### config.mk
export PLATFORM = sky130hd
export DESIGN_NAME = sync_generator_flat
export DESIGN_NICKNAME = d
export VERILOG_FILES = /design/src/rtl/sync_generator_if.sv /design/src/rtl/sync_generator.sv /design/src/flat_wrapper.sv
export SDC_FILE = /design/constraint.sdc
export NUM_CORES = 1
export LEC_CHECK = 0
export CORE_ASPECT_RATIO = 1.25
export CORE_MARGIN = 2
export CORE_UTILIZATION = 45
export DETAILED_ROUTE_END_ITERATION = 7
export GPL_TIMING_DRIVEN = 0
export MAX_ROUTING_LAYER = met4
export PLACE_DENSITY = 0.74
export SLEW_MARGIN = 20
export SYNTH_ARGS = -nofsm -noshare
export SYNTH_HDL_FRONTEND = slang
export SYNTH_SLANG_ARGS = --single-unit
### constraint.sdc
create_clock -name CLK -period 3.7 [get_ports CLK]
set_input_delay 0.37 -clock CLK [delete_from_list [all_inputs] [get_ports CLK]]
set_output_delay 0.37 -clock CLK [all_outputs]
set_load 0.02 [all_outputs]
### src/rtl/sync_generator_if.sv
// Control and status bundle of sync_generator: start/stop requests in, SYNC0 pulse train and timestamp out.
// DRIFT exists only when SYNC_GEN_DRIFT_EN is defined.
interface sync_generator_if;
  logic        START;
  logic [63:0] START_TIME;
  logic        STOP;
  logic        ECAT_SYNC;
  logic [63:0] ECAT_SYNC_TIME;
  logic        SET;
  logic        BUSY;
  logic [31:0] PULSE_CNT;
`ifdef SYNC_GEN_DRIFT_EN
  logic signed [15:0] DRIFT;
`endif

  modport master (
`ifdef SYNC_GEN_DRIFT_EN
    output DRIFT,
`endif
    output START, START_TIME, STOP,
    input  ECAT_SYNC, ECAT_SYNC_TIME, SET, BUSY, PULSE_CNT
  );

  modport slave (
`ifdef SYNC_GEN_DRIFT_EN
    input  DRIFT,
`endif
    input  START, START_TIME, STOP,
    output ECAT_SYNC, ECAT_SYNC_TIME, SET, BUSY, PULSE_CNT
  );
endinterface

### src/rtl/sync_generator.sv
// EtherCAT-DC-style SYNC0 pulse generator with a 64-bit ns timestamp advancing once per period.
// Optional SYNC_GEN_DRIFT_EN: per-period length = PERIOD_CNT + DRIFT, clamped to PULSE_WIDTH + 1.
module sync_generator #(
  parameter int unsigned     PERIOD_CNT  = 81920,
  parameter longint unsigned PERIOD_NS   = 500000,
  parameter int unsigned     PULSE_WIDTH = 8
) (
  input  logic             CLK,
  input  logic             RST,
  sync_generator_if.slave  bus
);

  typedef enum logic [1:0] {IDLE, LOAD, RUN} state_e;

  localparam logic [17:0] PW_L   = 18'(PULSE_WIDTH);
  localparam logic [63:0] STEP_L = 64'(PERIOD_NS);

  state_e      state_q, state_d;
  logic [17:0] tick_q, tick_d;
  logic        stop_pending_q, stop_pending_d;
  logic        sync_q, sync_d;
  logic        set_q, set_d;
  logic        busy_q, busy_d;
  logic [31:0] pulse_cnt_q, pulse_cnt_d;
  logic [63:0] time_q, time_d;
  logic        load_period;
  logic [17:0] period_cur;
  logic        wrap;

`ifdef SYNC_GEN_DRIFT_EN
  logic [17:0] period_q, period_d;
  int          eff_period;

  // Drift is sampled whenever a new period begins; the clamp keeps at least one low tick per period.
  always_comb begin
    eff_period = int'(PERIOD_CNT) + int'(bus.DRIFT);
    if (eff_period < int'(PULSE_WIDTH) + 1) eff_period = int'(PULSE_WIDTH) + 1;
    period_d = load_period ? 18'(eff_period) : period_q;
  end

  always_ff @(posedge CLK or posedge RST) begin
    if (RST) period_q <= '0;
    else     period_q <= period_d;
  end

  assign period_cur = period_q;
`else
  assign period_cur = 18'(PERIOD_CNT);
`endif

  assign wrap = (tick_q == period_cur - 18'd1);

  // NOTE: every variable gets its default first so no path through the case leaves one unassigned (no latches).
  always_comb begin
    state_d        = state_q;
    tick_d         = tick_q;
    stop_pending_d = stop_pending_q;
    sync_d         = sync_q;
    set_d          = 1'b0;
    busy_d         = busy_q;
    pulse_cnt_d    = pulse_cnt_q;
    time_d         = time_q;
    load_period    = 1'b0;

    case (state_q)
      IDLE: begin
        if (bus.START && !bus.STOP) begin
          state_d        = LOAD;
          set_d          = 1'b1;
          busy_d         = 1'b1;
          time_d         = bus.START_TIME;
          tick_d         = '0;
          pulse_cnt_d    = '0;
          stop_pending_d = 1'b0;
        end
      end
      LOAD: begin
        state_d     = RUN;
        tick_d      = '0;
        sync_d      = 1'b1;
        pulse_cnt_d = pulse_cnt_q + 32'd1;
        load_period = 1'b1;
      end
      RUN: begin
        if (wrap) begin
          // A STOP landing on the wrap cycle itself still prevents the next pulse.
          if (stop_pending_q || bus.STOP) begin
            state_d        = IDLE;
            busy_d         = 1'b0;
            sync_d         = 1'b0;
            tick_d         = '0;
            stop_pending_d = 1'b0;
          end else begin
            tick_d      = '0;
            sync_d      = 1'b1;
            pulse_cnt_d = pulse_cnt_q + 32'd1;
            time_d      = time_q + STEP_L;
            load_period = 1'b1;
          end
        end else begin
          tick_d         = tick_q + 18'd1;
          sync_d         = (tick_q + 18'd1) < PW_L;
          stop_pending_d = stop_pending_q | bus.STOP;
        end
      end
      default: state_d = IDLE;
    endcase
  end

  // NOTE: sequential state uses non-blocking assignments so all registers update from the same pre-edge values.
  always_ff @(posedge CLK or posedge RST) begin
    if (RST) begin
      state_q        <= IDLE;
      tick_q         <= '0;
      stop_pending_q <= 1'b0;
      sync_q         <= 1'b0;
      set_q          <= 1'b0;
      busy_q         <= 1'b0;
      pulse_cnt_q    <= '0;
      time_q         <= '0;
    end else begin
      state_q        <= state_d;
      tick_q         <= tick_d;
      stop_pending_q <= stop_pending_d;
      sync_q         <= sync_d;
      set_q          <= set_d;
      busy_q         <= busy_d;
      pulse_cnt_q    <= pulse_cnt_d;
      time_q         <= time_d;
    end
  end

  assign bus.ECAT_SYNC      = sync_q;
  assign bus.SET            = set_q;
  assign bus.BUSY           = busy_q;
  assign bus.PULSE_CNT      = pulse_cnt_q;
  assign bus.ECAT_SYNC_TIME = time_q;

endmodule
### src/flat_wrapper.sv
// flat-port wrapper written by rule: the top's interface ports become plain ports
module sync_generator_flat 
#(
  parameter int unsigned     PERIOD_CNT  = 81920,
  parameter longint unsigned PERIOD_NS   = 500000,
  parameter int unsigned     PULSE_WIDTH = 8
)
  (CLK, RST, bus_START, bus_START_TIME, bus_STOP, bus_ECAT_SYNC, bus_ECAT_SYNC_TIME, bus_SET, bus_BUSY, bus_PULSE_CNT);
  sync_generator_if bus_i ();
  input  logic CLK;
  input  logic RST;
  input wire logic [$bits(bus_i.START)-1:0] bus_START;
  input wire logic [$bits(bus_i.START_TIME)-1:0] bus_START_TIME;
  input wire logic [$bits(bus_i.STOP)-1:0] bus_STOP;
  output wire logic [$bits(bus_i.ECAT_SYNC)-1:0] bus_ECAT_SYNC;
  output wire logic [$bits(bus_i.ECAT_SYNC_TIME)-1:0] bus_ECAT_SYNC_TIME;
  output wire logic [$bits(bus_i.SET)-1:0] bus_SET;
  output wire logic [$bits(bus_i.BUSY)-1:0] bus_BUSY;
  output wire logic [$bits(bus_i.PULSE_CNT)-1:0] bus_PULSE_CNT;
  assign bus_i.START = bus_START;
  assign bus_i.START_TIME = bus_START_TIME;
  assign bus_i.STOP = bus_STOP;
  assign bus_ECAT_SYNC = bus_i.ECAT_SYNC;
  assign bus_ECAT_SYNC_TIME = bus_i.ECAT_SYNC_TIME;
  assign bus_SET = bus_i.SET;
  assign bus_BUSY = bus_i.BUSY;
  assign bus_PULSE_CNT = bus_i.PULSE_CNT;
  sync_generator #(.PERIOD_CNT(PERIOD_CNT), .PERIOD_NS(PERIOD_NS), .PULSE_WIDTH(PULSE_WIDTH)) u_core (.CLK(CLK), .RST(RST), .bus(bus_i));
endmodule
==> impl_metrics.py, run 1 <==
metrics = {
    "status": {
        "status": "finished clean",
    },
    "layout": {
        "fillers": 1409,
        "final_cell_area_um2": 9950,
        "drive_above_1_share_pct": 4.99,
        "stdcell_count": 1318,
        "n_antenna_cell": 0,
        "finalNetCount": 1166,
        "syn_to_final_growth_pct": 34.1,
        "final_util_pct": 61.4,
    },
    "synth": {
        "synth-simple-area-share_pct": 26.4,
        "synth_area_um2": 7420,
        "synth_top_family_by_area": "simple AND/OR/NAND/NOR gates",
        "synthFlopType": "dfrtp_1",
        "synth.top_cells.by_area": "dfrtp_1, nand2_1, a21oi_1",
        "synth_edf_count": 0,
        "avgSynthCellArea_um2": 8.20,
        "yosysMostFrequentCell": "nand2_1",
        "yosysTopAreaCellShare_pct": 40.5,
        "syn_inst": 905,
        "ys_seq_area_share_pct": 40.5,
        "muxShareOfSynthArea_pct": 2.02,
        "synth_commonest_cells": "nand2_1, dfrtp_1, a21oi_1",
        "synth_xor_area_share_pct": 0.236,
        "synth_nets": 980,
        "synthAdderAreaFrac_pct": 1.18,
        "async_flop_share_pct": 100,
        "ys_ff_latch": 120,
        "synth_compound_area_share_pct": 25.4,
        "yosysTopAreaCell": "dfrtp_1",
        "ys_types": 70,
        "yosysWarnings": 0,
    },
    "timing": {
        "tightest_slew_ps": 1010,
        "finalSetupTns_ps": 0,
        "clock_skew_ps": 8.15,
        "slew_headroom_pct": 32.2,
        "finalMaxSlewViolations": 0,
        "max_clock_freq_ghz": 0.298,
        "rsz0062_at_grt": "false",
        "final-hold-violation-count": 0,
        "fin_crit_ps": 3360,
        "setup_viol_count_final": 0,
        "post-route-period-util_pct": 90.8,
    },
    "detailed_routing": {
        "via_per_inst": 6.11,
        "post_drt_wl_per_cell_um": 19.2,
        "wl_mm": 25.3,
        "vias": 8047,
        "antenna_left": 0,
        "first_pass_iters": 5,
        "route.detailed.drc": 0,
        "drt_iter0_drc": 776,
    },
    "critical_path": {
        "start_kind": "flop",
        "required_ps": 3970,
        "r2r_start": "u_core.tick_q[0]",
        "crit_arrival_ps": 3630,
        "critical_path_class": "flop to flop",
        "path_max_fanout": 10,
        "cp-startpoint": "u_core.tick_q[0]",
        "endpoint_kind": "flop",
    },
    "cts": {
        "clock_sinks": 120,
        "clk_pin_slew_ps": 50,
        "post_cts_resized": 0,
        "cts_root_buffer": "clkbuf_16",
        "cts_tree": "done",
        "htreeDepth": 4,
        "clock_latency_ps": 430,
        "ctsHoldBuffers": 0,
        "clock_path_buffers": 2,
        "cts_buffers": 17,
        "cts_setup_buffers": 0,
    },
    "pwr": {
        "internal_power_uw": 2400,
        "p_comb_share_pct": 3.7,
        "p_clk_share_pct": 52.9,
        "p_sw_share_pct": 20.7,
        "power.density_nw_per_um2": 305,
        "total_power_uw": 3030,
        "irDropWorstVdd_v": 0.000236,
        "pwr-share-seq_pct": 43.4,
        "p_sw_uw": 628,
        "power_leakage_uw": 0.00395,
    },
    "grt": {
        "grt.total_usage_pct": 29.8,
        "grt_max_degree": 65,
        "grt_pass1_vias": 7626,
        "gr-total-overflow": 0,
        "grt_pass1_wl_mm": 40.1,
        "antenna_found_initial": 0,
    },
    "floorplanning": {
        "die_w_um": 119,
        "floorplan.die_area_um2": 17500,
        "design.core.area_um2": 16200,
        "fp-row-count": 52,
        "die_h_um": 148,
        "ios": 167,
        "initial_utilization_pct": 45.8,
    },
    "min_path": {
        "min_path_type": "primary input to async pin",
    },
    "run": {
        "drv_cap": 0,
    },
    "placement": {
        "place_inst": 1288,
        "portBuffers": 166,
        "hpwl_mm": 18.1,
        "gp_congestion": 0.937,
        "placed_area_um2": 9390,
    },
}
-- state kept, by name, indices dropped and copies added, names as in the netlist --
name and flops:
u_core.state_q 2, u_core.bus.BUSY 1, u_core.bus.ECAT_SYNC_TIME 64, u_core.bus.ECAT_SYNC 1
u_core.bus.SET 1, u_core.stop_pending_q 1, u_core.tick_q 18, u_core.bus.PULSE_CNT 32
-- power groups by stage --
stage          logic [µW]  registers [µW]  clock network (µW)
2_1_floorplan        21.0            1340                   0
3_5_place_dp          113            1340                   0
4_1_cts               114            1310                1620
6_report              113            1310                1600
3_3_place_gp          110            1340                   0
5_1_grt               122            1310                1680
-- path summary, 6_finish.rpt --
check                                                end  slack (ps)  cells past startpoint
setup / recovery            u_core.bus.ECAT_SYNC_TIME[5]         340                      8
hold / removal             u_core.bus.ECAT_SYNC_TIME[51]         380                      2
setup reg to reg            u_core.bus.ECAT_SYNC_TIME[5]         340                      8
hold reg to reg             u_core.bus.ECAT_SYNC_TIME[2]         500                      1
max in group asynchronous               u_core.tick_q[2]        2650                      3
min in group CLK            u_core.bus.ECAT_SYNC_TIME[2]         500                      1
-- worst max-delay path, cell delays in order (launching register included) --
cell and delay (ps):
dfrtp_1 430, ha_1 320, nand3_4 150, or4_4 500
buf_6 150, o31ai_1 390, clkbuf_1 550, clkbuf_1 560
a21oi_1 160
-- per-layer routing --
metal  global-route usage (%)  wire length [µm]  up-vias  part of all wire (%)
li1                         -                 -     3783                     -
met1                     34.3             10100     3804                    40
met2                     50.1             12600      389                    50
met3                     5.98              1710       71                   6.8
met4                     13.7               910        0                   3.6
met5                        -                 0        -                     0
-- layout by cell type (no fill, tap or decap), drive strengths merged, types with 16 or more instances in the layout --
master / count
clkdlybuf4s50: 166
a21oi: 86
nor2: 57
o22ai: 38
dfrtp: 120
clkbuf: 80
nor3: 20
inv: 16
nand2: 127
and3: 21
nand4: 28
o211ai: 18
o21ai: 69
nand3: 58
-- cell families after synthesis --
family	count (synthesis)
flip-flops	120
buffers and inverters	77
adder cells (fa/ha/maj)	7
AO/OA/AOI/OAI	299
AND/OR/NAND/NOR	386
multiplexers	14
XOR/XNOR	2
-- layout make-up --
class                   instances  area (µm²)  share of cell area (%)
repair buffers                167        1690                    17.0
flip-flops and latches        120        3000                    30.2
inverters                      16        67.6                   0.679
well taps                     216         270                    2.72
plain buffers                  61         255                    2.56
clock buffers                  28         527                    5.29
multi-input cells             708        4110                    41.2
clock inverters                 2        35.0                   0.352
-- metrics by stage --
stage | hold WS, ps | setup WS, ps
2_1_floorplan | 499 | 144
3_3_place_gp | 488 | -1890
3_5_place_dp | 493 | 432
4_1_cts | 391 | 410
5_1_grt | 404 | 106
6_report | 375 | 341
Power figures use the tool's default switching activity.
==> run 2, diff against run 1 <==
- clock period: 3.7 -> 3.1 ns (I/O delays scaled with it)
==> impl_metrics.py, run 2 (synthesis results as in run 1) <==
metrics = {
    "critical_path": {
        "r2r-end": "u_core.bus.PULSE_CNT[13]",
        "critical_path_class": "flop to flop",
        "r2r_setup_slack_ps": 140,
        "path_max_fanout": 10,
        "start_kind": "flop",
        "r2r_start": "u_core.tick_q[1]",
        "cp_slowest_cell": "or4_4",
        "endpoint_kind": "flop",
        "cpMostUsedCell": "buf_6",
        "critical-path-top-delay-family": "simple AND/OR/NAND/NOR gates",
        "r2r_cells": 9,
        "critPathMaxStageDelay_ps": 500,
        "worst-path-buf-inv": 2,
        "required_ps": 3460,
        "crit_chain": "ha_2, nand3_4, or4_4, buf_6, o41a_1, nand2b_4, buf_6, or4b_1, nand3_1",
        "crit_arrival_ps": 3320,
    },
    "timing": {
        "final-hold-violation-count": 0,
        "slew_headroom_pct": 33.7,
        "finalMaxSlewViolations": 0,
        "clock_skew_ps": 7.95,
        "max_clock_freq_ghz": 0.338,
        "tightest_slew_ps": 988,
        "post-route-period-util_pct": 95.5,
        "setup_viol_count_final": 0,
        "fin_crit_ps": 2960,
    },
    "pwr": {
        "p_sw_share_pct": 20.8,
        "p_sw_uw": 783,
        "power_leakage_uw": 0.00401,
        "p_comb_share_pct": 3.8,
        "power.density_nw_per_um2": 373,
        "total_power_uw": 3760,
        "internal_power_uw": 2970,
        "p_clk_share_pct": 54.4,
        "pwr-share-seq_pct": 41.8,
        "irDropWorstVdd_v": 0.000300,
    },
    "detailed_routing": {
        "maxUsedRoutingLayer": "met4",
        "post_drt_wl_per_cell_um": 19.2,
        "via_per_inst": 6.22,
        "first_pass_iters": 5,
        "routed-wl-met2_mm": 12.3,
        "vias": 8218,
        "wl_mm": 25.4,
        "wl_met1_mm": 9.89,
        "wl_met3_mm": 1.99,
        "drt_iter0_drc": 766,
        "route.detailed.drc": 0,
        "antenna_left": 0,
    },
    "floorplanning": {
        "die_h_um": 148,
        "initial_utilization_pct": 45.8,
        "fp-row-count": 52,
        "ios": 167,
        "floorplan.die_area_um2": 17500,
        "die_w_um": 119,
        "design.core.area_um2": 16200,
    },
    "layout": {
        "stdcell_count": 1322,
        "finalNetCount": 1169,
        "final_common_cell": "clkdlybuf4s50_1",
        "syn_to_final_growth_pct": 35.8,
        "n_antenna_cell": 0,
        "drive_above_1_share_pct": 6.78,
        "layout_common_cells": "clkdlybuf4s50_1, nand2_1, dfrtp_1",
        "largest_reg_flops": 64,
        "fillers": 1415,
    },
    "grt": {
        "grt_max_degree": 32,
        "grt_pass1_wl_mm": 41.2,
        "grt_pass1_vias": 7880,
        "grt.total_usage_pct": 30.1,
        "gr-total-overflow": 0,
        "antenna_found_initial": 0,
    },
    "placement": {
        "hpwl_mm": 18.4,
        "gp_congestion": 0.943,
        "portBuffers": 166,
        "place_inst": 1291,
    },
    "cts": {
        "clk_pin_slew_ps": 50,
        "cts_root_buffer": "clkbuf_16",
        "clock_sinks": 120,
        "cts_buffers": 17,
        "htreeDepth": 4,
        "cts_tree": "done",
        "clock_latency_ps": 430,
        "clock_path_buffers": 2,
    },
    "run": {
        "drv_cap": 0,
    },
    "min_path": {
        "min_path_type": "primary input to async pin",
    },
    "status": {
        "status": "finished clean",
    },
}
-- run 2: cell count changes in the layout (fill, tap and decap cells not counted), moves of 2 or more --
cell        before  now
clkbuf_1        56   46
buf_12           0    3
clkbuf_8         6    3
clkbuf_2         1    9
clkinv_2         1    3
nor3_1          20   17
nor3_2           0    3
clkinvlp_4       0    3
bufinv_16        1    3
-- run 2: power by group through the flow --
stage / clock network (µW) / registers (µW) / logic (µW)
4_1_cts: 2050 / 1570 / 146
2_1_floorplan: 0 / 1600 / 25.3
3_5_place_dp: 0 / 1600 / 144
3_3_place_gp: 0 / 1600 / 131
6_report: 2040 / 1570 / 144
5_1_grt: 2120 / 1570 / 155
-- run 2: stage by stage --
step	hold WS [ps]	utilization, %	worst slack [ps]	TNS, ps	area, µm²
2_1_floorplan	461	-	344	0	7430
3_3_place_gp	486	57.8	-146	-3020	9360
3_5_place_dp	495	58.3	-175	-3940	9450
4_1_cts	250	62.0	13.9	0	10000
5_1_grt	252	62.2	-3.71	-3.71	10100
6_report	234	62.2	141	0	10100
-- run 2: cell type report --
| cell class | count | area (µm²) | area share [%] |
|---|---|---|---|
| multi-input combinational | 708 | 4130 | 41.0 |
| sequential | 120 | 3000 | 29.8 |
| timing repair buffer | 170 | 1750 | 17.3 |
| clock buffer | 23 | 478 | 4.74 |
| tap | 216 | 270 | 2.68 |
| buffer | 61 | 265 | 2.63 |
| clock inverter | 8 | 120 | 1.19 |
| inverter | 16 | 63.8 | 0.633 |
-- run 2: worst register-to-register path, stage by stage (launching register included) --
cell and delay [ps]:
dfrtp_1 430, ha_2 280, nand3_4 140, or4_4 500, buf_6 150, o41a_1 480, nand2b_4 180, buf_6 150
or4b_1 500, nand3_1 90
-- run 2: repair_timing --
| action | in CTS | in global routing |
|---|---|---|
| cloned | 0 | 0 |
| setup endpoints to repair | 38 | 71 |
| hold buffers | 0 | 0 |
| setup buffers | 0 | 0 |
| resized for setup | 3 | 17 |
-- run 2: routing by layer --
layer | up-vias | global-route usage [%]
met5 | - | -
met4 | 0 | 15.2
met3 | 91 | 5.71
met2 | 425 | 49.1
met1 | 3905 | 35.6
li1 | 3797 | -
-- run 2: how the worst max path moves through the flow --
stage / from / end / slack, ps / cells past startpoint
final: u_core.tick_q[1] / u_core.bus.PULSE_CNT[13] / 140 / 9
after global routing: u_core.tick_q[1] / u_core.bus.PULSE_CNT[15] / -4 / 10
after CTS: u_core.tick_q[0] / u_core.bus.PULSE_CNT[10] / 10 / 8
after detailed placement: u_core.tick_q[0] / u_core.bus.ECAT_SYNC_TIME[51] / -180 / 8
after global placement: u_core.tick_q[0] / u_core.bus.ECAT_SYNC_TIME[51] / -150 / 8
after floorplan: u_core.tick_q[0] / u_core.bus.PULSE_CNT[13] / 340 / 9
